### src/rtl/branch_resolve_unit.sv
`default_nettype none
// +----------------------------------------------------------------------------+
// | Module      : branch_resolve_unit                                          |
// | Description : Evaluates a branch condition on two operands, issues a       |
// |               one-cycle PC redirect when taken, holds a flush of the       |
// |               younger pipeline stages and keeps saturating statistics.     |
// | Revision    : 1.0 - initial release                                        |
// +----------------------------------------------------------------------------+
module branch_resolve_unit #(
    parameter int DATA_W       = 8,
    parameter int PC_W         = 8,
    parameter int FLUSH_CYCLES = 2,
    parameter int CNT_W        = 16
) (
    input  logic              clk,
    input  logic              rst_n,
    input  logic              br_valid_i,
    output logic              br_ready_o,
    input  logic [2:0]        br_op_i,
    input  logic              use_imm_i,
    input  logic [DATA_W-1:0] rs1_val_i,
    input  logic [DATA_W-1:0] rs2_val_i,
    input  logic [DATA_W-1:0] imm_i,
    input  logic [PC_W-1:0]   target_i,
    output logic              redirect_valid_o,
    output logic [PC_W-1:0]   redirect_pc_o,
    output logic              flush_o,
    output logic              op_err_o,
    output logic [CNT_W-1:0]  taken_cnt_o,
    output logic [CNT_W-1:0]  resolved_cnt_o
);

    // Condition encodings
    localparam logic [2:0] c_OP_EQ     = 3'b000;
    localparam logic [2:0] c_OP_NE     = 3'b001;
    localparam logic [2:0] c_OP_LT     = 3'b010;
    localparam logic [2:0] c_OP_GE     = 3'b011;
    localparam logic [2:0] c_OP_LTU    = 3'b100;
    localparam logic [2:0] c_OP_GEU    = 3'b101;
    localparam logic [2:0] c_OP_ALWAYS = 3'b110;
    localparam logic [2:0] c_OP_RSVD   = 3'b111;

    // Flush counter is 4 bits wide: FLUSH_CYCLES never exceeds 15
    localparam int         c_FC_W      = 4;
    localparam logic [c_FC_W-1:0] c_FLUSH_RELOAD = c_FC_W'(FLUSH_CYCLES - 1);

    typedef enum logic [1:0] {
        ST_IDLE     = 2'd0,
        ST_REDIRECT = 2'd1,
        ST_FLUSH    = 2'd2
    } state_t;

    state_t              state_q;
    logic                br_ready_q;
    logic                redirect_valid_q;
    logic [PC_W-1:0]     redirect_pc_q;
    logic                flush_q;
    logic                op_err_q;
    logic [c_FC_W-1:0]   flush_cnt_q;
    logic [CNT_W-1:0]    taken_cnt_q;
    logic [CNT_W-1:0]    taken_cnt_d;
    logic [CNT_W-1:0]    resolved_cnt_q;
    logic [CNT_W-1:0]    resolved_cnt_d;

    logic                w_accept;
    logic [DATA_W-1:0]   w_opb;
    logic                w_cond;
    logic                w_taken;
    logic                w_reserved;

    // br_ready is only high in IDLE, so accept implies the FSM is idle
    assign w_accept   = br_valid_i & br_ready_q;
    assign w_opb      = use_imm_i ? imm_i : rs2_val_i;
    assign w_reserved = (br_op_i == c_OP_RSVD);
    assign w_taken    = w_accept & w_cond;

    // Branch condition evaluation; reserved encoding resolves as not taken
    always_comb begin
        w_cond = 1'b0;
        case (br_op_i)
            c_OP_EQ:     w_cond = (rs1_val_i == w_opb);
            c_OP_NE:     w_cond = (rs1_val_i != w_opb);
            c_OP_LT:     w_cond = ($signed(rs1_val_i) <  $signed(w_opb));
            c_OP_GE:     w_cond = ($signed(rs1_val_i) >= $signed(w_opb));
            c_OP_LTU:    w_cond = (rs1_val_i <  w_opb);
            c_OP_GEU:    w_cond = (rs1_val_i >= w_opb);
            c_OP_ALWAYS: w_cond = 1'b1;
            default:     w_cond = 1'b0;
        endcase
    end

    // Saturating statistics next-state: stop at all-ones instead of wrapping
    always_comb begin
        resolved_cnt_d = resolved_cnt_q;
        taken_cnt_d    = taken_cnt_q;
        if (w_accept && !(&resolved_cnt_q)) begin
            resolved_cnt_d = resolved_cnt_q + CNT_W'(1);
        end
        if (w_taken && !(&taken_cnt_q)) begin
            taken_cnt_d = taken_cnt_q + CNT_W'(1);
        end
    end

    // Control FSM with registered outputs, sticky error flag and statistics
    always_ff @(posedge clk or negedge rst_n) begin
        if (!rst_n) begin
            state_q          <= ST_IDLE;
            br_ready_q       <= 1'b1;
            redirect_valid_q <= 1'b0;
            redirect_pc_q    <= '0;
            flush_q          <= 1'b0;
            flush_cnt_q      <= '0;
            op_err_q         <= 1'b0;
            taken_cnt_q      <= '0;
            resolved_cnt_q   <= '0;
        end else begin
            taken_cnt_q    <= taken_cnt_d;
            resolved_cnt_q <= resolved_cnt_d;
            if (w_accept && w_reserved) begin
                op_err_q <= 1'b1;
            end

            case (state_q)
                ST_IDLE: begin
                    if (w_taken) begin
                        redirect_pc_q    <= target_i;
                        redirect_valid_q <= 1'b1;
                        flush_q          <= 1'b1;
                        br_ready_q       <= 1'b0;
                        state_q          <= ST_REDIRECT;
                    end
                end
                ST_REDIRECT: begin
                    redirect_valid_q <= 1'b0;
                    if (FLUSH_CYCLES == 1) begin
                        flush_q    <= 1'b0;
                        br_ready_q <= 1'b1;
                        state_q    <= ST_IDLE;
                    end else begin
                        // REDIRECT already covered the first flush cycle
                        flush_cnt_q <= c_FLUSH_RELOAD;
                        state_q     <= ST_FLUSH;
                    end
                end
                ST_FLUSH: begin
                    if (flush_cnt_q == c_FC_W'(1)) begin
                        flush_q    <= 1'b0;
                        br_ready_q <= 1'b1;
                        state_q    <= ST_IDLE;
                    end else begin
                        flush_cnt_q <= flush_cnt_q - c_FC_W'(1);
                    end
                end
                default: begin
                    redirect_valid_q <= 1'b0;
                    flush_q          <= 1'b0;
                    br_ready_q       <= 1'b1;
                    state_q          <= ST_IDLE;
                end
            endcase
        end
    end

    assign br_ready_o       = br_ready_q;
    assign redirect_valid_o = redirect_valid_q;
    assign redirect_pc_o    = redirect_pc_q;
    assign flush_o          = flush_q;
    assign op_err_o         = op_err_q;
    assign taken_cnt_o      = taken_cnt_q;
    assign resolved_cnt_o   = resolved_cnt_q;

endmodule
`default_nettype wire

### config.mk
export PLATFORM = sky130hd
export DESIGN_NAME = branch_resolve_unit
export DESIGN_NICKNAME = d
export VERILOG_FILES = /design/src/rtl/branch_resolve_unit.sv
export SDC_FILE = /design/constraint.sdc
export NUM_CORES = 1
export LEC_CHECK = 0
export ABC_AREA = 1
export BUFFER_PORTS_ARGS = -buffer_cell sky130_fd_sc_hd__buf_2
export CAP_MARGIN = 5
export CORE_ASPECT_RATIO = 0.8
export CORE_UTILIZATION = 54
export CTS_BUF_LIST = sky130_fd_sc_hd__clkbuf_8
export DETAILED_ROUTE_END_ITERATION = 8
export GPL_ROUTABILITY_DRIVEN = 0
export PLACE_DENSITY = 0.93
export SKIP_LAST_GASP = 1
export SYNTH_ARGS = -nofsm -noshare
export SYNTH_HDL_FRONTEND = slang
export SYNTH_SLANG_ARGS = --single-unit
### constraint.sdc
create_clock -name clk -period 2.1 [get_ports clk]
set_input_delay 0.315 -clock clk [delete_from_list [all_inputs] [get_ports clk]]
set_output_delay 0.315 -clock clk [all_outputs]
set_load 0.005 [all_outputs]
==> flow_metrics.env, run 1 <==
export IMPL_status="finished with violations"
export IMPL_violations="negative hold slack"
export IMPL_drt_iter0_drc=241
export IMPL_grt_overflow=0
export IMPL_yosysTopAreaCellShare_pct=43.0
export IMPL_layout_drive_gt1_share_pct=34.2
export IMPL_cap_violations=0
export IMPL_grt_pass1_wl_um=10600
export IMPL_rsz0062_at_grt="yes"
export IMPL_setup_viol=0
export IMPL_cts_tree="built"
export IMPL_finClkSkew_ns=0.00812
export IMPL_vdd_drop_max_uv=747
export IMPL_syn2layout_area_growth_pct=31.2
export IMPL_grt_pass1_vias=2437
export IMPL_multi_input_area_um2=1510
export IMPL_coreArea_um2=5040
export IMPL_cts_sinks=50
export IMPL_ant_nets=0
export IMPL_fillers=351
export IMPL_grt_max_degree=28
export IMPL_synth_area_leaders="dfrtp_1 (43%), nand2_1 (12%), xor2_1 (5.8%)"
export IMPL_synth_nets=384
export IMPL_die_x_um=83.3
export IMPL_drv_slew=0
export IMPL_path_delay_family="simple AND/OR/NAND/NOR gates"
export IMPL_startpoint_type="register"
export IMPL_fin_tns_setup_ns=0
export IMPL_layout_common_cells="buf_2 (81), nand2_1 (75), dfrtp_1 (49), inv_1 (41), nor2_1 (20)"
export IMPL_wl_um=6790
export IMPL_yosysWarnings=0
export IMPL_place_inst=485
export IMPL_antenna_cells=0
export IMPL_path_clk_slew_ns=0.09
export IMPL_power_leakage_nw=1.95
export IMPL_slew_headroom_pct=62.4
export IMPL_antenna_found_initial=0
export IMPL_period_share_pct=98.3
export IMPL_cp_required_ns=2.34
export IMPL_rrSetupSlack_ns=0.04
export IMPL_synth_cells=333
export IMPL_fp_dieArea_um2=5580
export IMPL_layout_nets=486
export IMPL_htree_levels=2
export IMPL_syn_avg_cell_area_um2=8.57
export IMPL_final_design_area_no_fill_um2=3740
export IMPL_dpl_cell_area_um2=3460
export IMPL_port_buffers=82
export IMPL_hpwl_um=4910
export IMPL_track_usage_pct=24.0
export IMPL_postLayoutCoreUtil_pct=74.3
export IMPL_crit_path_end_kind="register"
export IMPL_cp_arrival_ns=2.31
export IMPL_critPathKind="register to register"
export IMPL_worst_path_buf_inv=1
export IMPL_final_common_cell="buf_2"
export IMPL_ys_seq_elements=50
export IMPL_initial_utilization_pct=56.6
export IMPL_ys_seq_area_share_pct=43.9
export IMPL_vias=2618
export IMPL_yosysTopAreaCell="dfrtp_1"
export IMPL_final_setup_worst_slack_ns=0.0353
export IMPL_row_count=23
export IMPL_detail_route_wl_per_cell_um=13.6
export IMPL_fmax_mhz=484
export IMPL_root_buffer="clkbuf_8"
export IMPL_slowest_delay_ns=0.46
export IMPL_place_ws_ns=-0.346
export IMPL_total_power_mw=3.21
export IMPL_worst_pin_slew_ns=0.564
export IMPL_fin_crit_ns=2.06
export IMPL_synth_cell_types=32
export IMPL_cts_buffer_depth=2
export IMPL_die_y_um=67.0
export IMPL_worst_path_max_fanout=6
export IMPL_hold_class="primary input to asynchronous set/reset pin"
export IMPL_powerDensity_nw_per_um2=859
export IMPL_worstPathCellList="ha_1, nand2_1, nor3_2, nand3_2, or4_4, nand3_4, clkbuf_16, nand2_4, o21ai_2"
export IMPL_timing_hold_ws_ns=-0.0141
export IMPL_seqCellArea_um2=1250
export IMPL_finalHoldViolCount=22
export IMPL_syn_area_um2=2850
export IMPL_clk_latency_ns=0.31
export IMPL_critPathSlowestCell="or4_4"
export IMPL_drt_pass1_iterations=5
export IMPL_vias_per_cell=5.26
export IMPL_drcViolationCount=0
export IMPL_final_cells=498
export IMPL_io_pins=83
export IMPL_cts_buffers_inserted=5
-- synthesized netlist by cell type --
master / n
nand3_4: 1
nor3_2: 1
o21ai_0: 3
a21oi_1: 4
mux2i_1: 7
nor2_1: 23
clkinv_1: 1
nand4_1: 7
ha_1: 12
xor2_1: 19
nand3_2: 1
dfrtp_1: 49
xnor2_1: 12
nor4_1: 1
or4_4: 1
buf_2: 1
buf_6: 3
a41o_1: 1
nand2_1: 88
and2_1: 1
mux2_2: 2
a21o_1: 1
inv_1: 40
nor3_1: 15
o21ai_1: 1
o21ai_2: 13
and3_1: 1
nand2_2: 1
dfstp_2: 1
clkbuf_1: 1
nand3_1: 18
o22ai_1: 3
-- logic make-up (layout without fill, tap and decap cells) --
kind of cell               after synthesis  after routing  share of synthesized area (%)
xor gates and xnor gates                31             31                           9.52
adders and majority gates               12             12                           5.26
AOI/OAI and AO/OA                       26             26                           6.67
buffers and inverters                   46            149                           6.89
DFF                                     50             50                           43.9
and+or+nand+nor                        159            159                           24.5
muxes                                    9              9                           3.25
-- registers in the layout, indices dropped and copies added (netlist names) --
signal and cells:
flush_cnt_q 4, br_ready_o 1, flush_o 1, resolved_cnt_o 16, redirect_valid_o 1, op_err_o 1
state_q 2, taken_cnt_o 16, redirect_pc_o 8
-- report_power, final --
part | internal (mW) | switching (mW) | total [mW]
clock network | 0.233 | 0.337 | 0.571
registers | 1.21 | 0.210 | 1.42
logic | 0.580 | 0.643 | 1.22
total | 2.02 | 1.19 | 3.21
-- layer usage --
layer	global-route usage, %	wire length (um)	share of wire, %
met5	0	0	0
met4	8.41	105	1.5
met2	42.4	3380	50
met3	5.45	430	6.3
met1	29.2	2880	42
-- timing repair --
action / CTS / global route
hold buffers: 0 / 0
pin swaps: 0 / 8
gates cloned: 0 / 4
buffers inserted: 0 / 1
endpoints found under the setup margin: 1 / 32
gates resized for setup: 1 / 29
hold endpoints to repair: 0 / 0
-- worst register-to-register path: cells and delay by family (launching register included) --
| family | cells | cell delay (ns) |
|---|---|---|
| AO/OA/AOI/OAI | 1 | 0.06 |
| adder cells (fa/ha/maj) | 1 | 0.20 |
| buffers and inverters | 1 | 0.19 |
| flip-flops | 1 | 0.41 |
| AND/OR/NAND/NOR | 6 | 1.13 |
-- worst paths after layout --
check	from	to	cells past startpoint
min reg2reg	op_err_o	op_err_o	1
max	taken_cnt_o[1]	taken_cnt_o[6]	9
min in group clk	target_i[1]	redirect_pc_o[1]	3
max in group asynchronous	rst_n	flush_cnt_q[2]	2
max reg2reg	taken_cnt_o[1]	taken_cnt_o[6]	9
min	rst_n	taken_cnt_o[3]	1
-- area by class of cell --
type	count	area share, %
Tap cell	62	2.07
Clock buffer	5	1.84
Timing Repair Buffer	100	17.6
Multi-Input combinational cell	237	40.4
Clock inverter	3	0.468
Inverter	41	4.18
Sequential cell	50	33.5
Note: power is estimated with default switching activity, not from simulation.
==> run 2: changes to the inputs <==
==> constraint.sdc (replaced) <==
create_clock -name clk -period 2.1 [get_ports clk]
set_input_delay 0.21 -clock clk [delete_from_list [all_inputs] [get_ports clk]]
set_output_delay 0.21 -clock clk [all_outputs]
set_load 0.005 [all_outputs]
==> flow_metrics.env, run 2 (synthesis gave the netlist of run 1 again) <==
export IMPL_vias_per_cell=5.21
export IMPL_hold_class="primary input to asynchronous set/reset pin"
export IMPL_coreArea_um2=5040
export IMPL_initial_utilization_pct=56.6
export IMPL_cp_required_ns=2.30
export IMPL_drt_pass1_iterations=4
export IMPL_crit_path_end_kind="register"
export IMPL_final_common_cell="nand2_1"
export IMPL_ant_nets=0
export IMPL_cts_sinks=50
export IMPL_finalHoldViolCount=23
export IMPL_pwr_share_clk_pct=19.0
export IMPL_vdd_drop_max_uv=746
export IMPL_fin_tns_setup_ns=0
export IMPL_status="finished with violations"
export IMPL_cts_buffer_depth=2
export IMPL_fmax_mhz=483
export IMPL_power_leakage_nw=1.96
export IMPL_cp_arrival_ns=2.27
export IMPL_antenna_cells=0
export IMPL_hpwl_um=4610
export IMPL_p_int_mw=2.06
export IMPL_root_buffer="clkbuf_8"
export IMPL_finClkSkew_ns=0.00545
export IMPL_drv_slew=0
export IMPL_wl_um=6730
export IMPL_cap_violations=0
export IMPL_p_comb_share_pct=37.1
export IMPL_violations="negative hold slack"
export IMPL_cts_tree="built"
export IMPL_crit_path_frequent_cell="nand2_1"
export IMPL_seq_power_share_pct=43.9
export IMPL_worst_path_max_fanout=8
export IMPL_final_design_area_no_fill_um2=3720
export IMPL_fp_dieArea_um2=5580
export IMPL_detail_route_wl_per_cell_um=13.4
export IMPL_track_usage_pct=23.2
export IMPL_rsz0062_at_grt="yes"
export IMPL_io_pins=83
export IMPL_worst_pin_slew_ns=0.609
export IMPL_layout_drive_gt1_share_pct=33.0
export IMPL_clk_latency_ns=0.31
export IMPL_critPathSlowestCell="ha_1"
export IMPL_path_clk_slew_ns=0.10
export IMPL_row_count=23
export IMPL_fin_crit_ns=2.07
export IMPL_syn2layout_area_growth_pct=30.3
export IMPL_worst_path_buf_inv=4
export IMPL_grt_max_degree=51
export IMPL_critPathKind="primary input to register"
export IMPL_place_ws_ns=-0.299
export IMPL_die_y_um=67.0
export IMPL_htree_levels=2
export IMPL_period_share_pct=98.6
export IMPL_total_power_mw=3.23
export IMPL_worstPathCellList="buf_8, buf_4, mux2i_1, ha_1, nand2_1, inv_1, nand2_1, nand2_1, nand2_2, nand2_1, nand2_1, nand2_1, nor2_2, nor2_2, nand3_4, nand3_4, clkbuf_16, nand2_1, o21ai_2"
export IMPL_dpl_cell_area_um2=3420
export IMPL_vias=2615
export IMPL_die_x_um=83.3
export IMPL_swShare_pct=36.3
export IMPL_grt_pass1_wl_um=10400
export IMPL_path_delay_family="simple AND/OR/NAND/NOR gates"
export IMPL_layout_common_cells="nand2_1 (86), buf_2 (81), dfrtp_1 (49), inv_1 (40), xor2_1 (19)"
export IMPL_rrSetupSlack_ns=0.06
export IMPL_antenna_found_initial=0
export IMPL_slowest_delay_ns=0.25
export IMPL_grt_overflow=0
export IMPL_port_buffers=82
export IMPL_grt_pass1_vias=2424
export IMPL_cts_buffers_inserted=5
export IMPL_layout_nets=490
export IMPL_p_sw_mw=1.17
export IMPL_drcViolationCount=0
export IMPL_drt_iter0_drc=187
export IMPL_timing_hold_ws_ns=-0.0202
export IMPL_final_setup_worst_slack_ns=0.0289
export IMPL_setup_viol=0
export IMPL_startpoint_type="primary input"
export IMPL_slew_headroom_pct=59.4
export IMPL_powerDensity_nw_per_um2=869
==> run 2: changes by cell type in the layout (fill, tap and decap cells not counted), moves of 5 or more <==
cell     delta
nand2_2     -6
buf_4       +6
nand2_4     -5
nand2_1    +11
==> run 2: worst register-to-register path: cells and delay by family (launching register included) <==
family | cells | cell delay, ns
AO/OA/AOI/OAI | 1 | 0.06
adder cells (fa/ha/maj) | 1 | 0.22
buffers and inverters | 1 | 0.19
flip-flops | 1 | 0.41
AND/OR/NAND/NOR | 6 | 1.11
==> run 2: power groups by stage <==
stage	registers (mW)	logic (mW)	clock network [mW]
after detailed placement	1.42	1.07	0
final	1.42	1.20	0.613
after floorplan	1.42	0.615	0
after CTS	1.41	1.07	0.624
after global placement	1.41	1.02	0
after global routing	1.45	1.34	0.653
==> run 2: timing repair <==
| item | CTS | global route |
|---|---|---|
| hold buffers | 0 | 0 |
| buffers inserted | 0 | 6 |
| resized for setup | 0 | 19 |
| endpoints found under the setup margin | 0 | 29 |
==> run 2: worst paths after layout <==
check                                from          endpoint  cells past startpoint
max                             use_imm_i    taken_cnt_o[7]                     19
max in group asynchronous           rst_n  redirect_pc_o[0]                      2
min in group clk              target_i[3]  redirect_pc_o[3]                      3
max reg2reg                taken_cnt_o[1]    taken_cnt_o[7]                      9
min                                 rst_n    taken_cnt_o[5]                      2
min reg2reg                      op_err_o          op_err_o                      1
==> run 2: metal layers <==
layer	routed length [um]	global-route usage (%)
met2	3310	42.3
met1	3000	28.7
met3	317	4.96
met5	0	0
met4	100	4.31
==> run 2: cell type report <==
type	count	area [um2]
Timing Repair Buffer	104	667
Clock buffer	6	82.6
Sequential cell	50	1250
Inverter	41	156
Multi-Input combinational cell	237	1460
Fill cell	355	1320
Tap cell	62	77.6
Clock inverter	2	17.5
==> run 2: through the flow <==
stage | cells | utilization (%) | hold WS [ns]
final | 502 | 73.8 | -0.0202
after CTS | 492 | 69.9 | 0.00858
after global routing | 502 | 73.8 | 0.0413
after detailed placement | 484 | 67.9 | 0.352
after global placement | 484 | 67.9 | 0.342
after floorplan | 333 | - | -0.0856
==> run 3: changes to the inputs <==
CORE_UTILIZATION = 30   (was 54)
PLACE_DENSITY = 0.61   (was 0.93)
==> flow_metrics.env, run 3 (synthesis gave the netlist of run 1 again) <==
export IMPL_status="finished with violations"
export IMPL_violations="design-rule violations"
export IMPL_power_leakage_nw=2.00
export IMPL_worstReg2RegStart="taken_cnt_o[0]"
export IMPL_cts_buffers_inserted=5
export IMPL_hold_start="target_i[1]"
export IMPL_die_y_um=89.2
export IMPL_cts_sinks=50
export IMPL_root_buffer="clkbuf_8"
export IMPL_slew_headroom_pct=60.8
export IMPL_htree_levels=2
export IMPL_detail_route_wl_per_cell_um=12.1
export IMPL_hold_path_depth=3
export IMPL_io_pins=83
export IMPL_crit_path_end_kind="register"
export IMPL_die_x_um=111
export IMPL_grt_pass1_wl_um=11000
export IMPL_grt_overflow=0
export IMPL_worst_pin_slew_ns=0.589
export IMPL_rrSetupSlack_ns=0.11
export IMPL_cp_arrival_ns=2.29
export IMPL_finalHoldViolCount=0
export IMPL_antenna_found_initial=0
export IMPL_syn2layout_area_growth_pct=36.8
export IMPL_fin_crit_ns=2.08
export IMPL_worst_path_max_fanout=8
export IMPL_cts_buffer_depth=2
export IMPL_holdPathEnd="redirect_pc_o[1]"
export IMPL_vias_per_cell=4.55
export IMPL_port_buffers=82
export IMPL_ant_nets=0
export IMPL_setup_viol=0
export IMPL_reg2reg_depth=9
export IMPL_grt_max_degree=27
export IMPL_powerDensity_nw_per_um2=839
export IMPL_drv_slew=0
export IMPL_hpwl_um=4930
export IMPL_fin_tns_setup_ns=0
export IMPL_fp_dieArea_um2=9910
export IMPL_timing_hold_ws_ns=0.0875
export IMPL_fmax_mhz=481
export IMPL_clk_latency_ns=0.31
export IMPL_drt_iter0_drc=80
export IMPL_antenna_cells=0
export IMPL_row_count=31
export IMPL_cp_required_ns=2.31
export IMPL_cts_tree="built"
export IMPL_path_clk_slew_ns=0.10
export IMPL_layout_nets=492
export IMPL_finClkSkew_ns=0.00540
export IMPL_track_usage_pct=13.8
export IMPL_cap_violations=0
export IMPL_vias=2534
export IMPL_rsz0062_at_grt="yes"
export IMPL_coreArea_um2=9150
export IMPL_initial_utilization_pct=31.2
export IMPL_period_share_pct=99.0
export IMPL_startpoint_type="primary input"
export IMPL_timing_rr_end="taken_cnt_o[9]"
export IMPL_critPathKind="primary input to register"
export IMPL_drcViolationCount=4
export IMPL_drt_pass1_iterations=6
export IMPL_vdd_drop_max_uv=619
export IMPL_final_common_cell="buf_2"
export IMPL_wl_um=6760
export IMPL_grt_pass1_vias=2439
export IMPL_total_power_mw=3.27
export IMPL_hold_class="primary input to register"
export IMPL_layout_drive_gt1_share_pct=36.4
export IMPL_layout_common_cells="buf_2 (81), nand2_1 (70), dfrtp_1 (49), inv_1 (40), nor2_1 (20)"
-- run 3: cell types whose count changed in the layout (fill, tap and decap cells not counted), sizes merged --
cell         before  now
buf             101  102
clkbuf            9    8
clkinv            2    1
dlygate4sd3       0    1
inv              41   43
-- run 3: timing repair --
| action | 4_1_cts | 5_1_grt |
|---|---|---|
| setup buffers | 0 | 3 |
| hold buffers | 1 | 0 |
| endpoints found under the hold margin | 23 | 0 |
| setup endpoints to repair | 0 | 29 |
| gates resized for setup | 0 | 49 |
-- run 3: layout make-up --
class                   count  area, um2
clock buffers               5       68.8
repair buffers            106        713
flip-flops and latches     50       1250
multi-input cells         237       1540
inverters                  41        156
fillers                   936       5250
well taps                 115        144
clock inverters             3       26.3
-- run 3: how the worst max path moves through the flow --
stage / start / to / slack (ns)
floorplan: use_imm_i / flush_o / 0.01
global placement: use_imm_i / redirect_pc_o[0] / -0.21
detailed placement: use_imm_i / redirect_pc_o[7] / -0.29
CTS: use_imm_i / redirect_pc_o[7] / 0.06
global route: use_imm_i / taken_cnt_o[5] / -0.09
finish: use_imm_i / taken_cnt_o[5] / 0.02
-- run 3: critical path, stage by stage --
cell       delay (ns)
buf_12           0.12
buf_6            0.11
mux2i_2          0.14
ha_1             0.29
nand2_2          0.07
nor2_4           0.12
nand4_1          0.22
a21oi_2          0.20
nand2_1          0.05
nand2_1          0.05
nor2_1           0.04
nand3_2          0.13
nand3_4          0.19
clkbuf_16        0.23
nand2_4          0.05
o21ai_2          0.04
-- run 3: power by group --
group	internal [mW]	switching (mW)	total, mW
clock	0.246	0.367	0.614
sequential	1.21	0.190	1.40
combinational	0.612	0.648	1.26
-- run 3: stage by stage --
stage | cell area [um2] | std cells | util (%) | worst slack [ns]
after floorplan | 2860 | 333 | - | 0.0123
after global placement | 3520 | 540 | 38.5 | -0.213
after detailed placement | 3520 | 540 | 38.5 | -0.294
after CTS | 3630 | 549 | 39.6 | 0.0567
after global routing | 3900 | 557 | 42.6 | -0.0893
final | 3900 | 557 | 42.6 | 0.0208
-- run 3: metal layers --
layer  GRT usage (%)  part of all wire (%)  up-vias
met4            3.19                   1.1        0
met3            4.27                   5.2        9
met5               0                     0        -
li1                -                     -     1290
met2            23.7                    46       51
met1            17.3                    47     1184
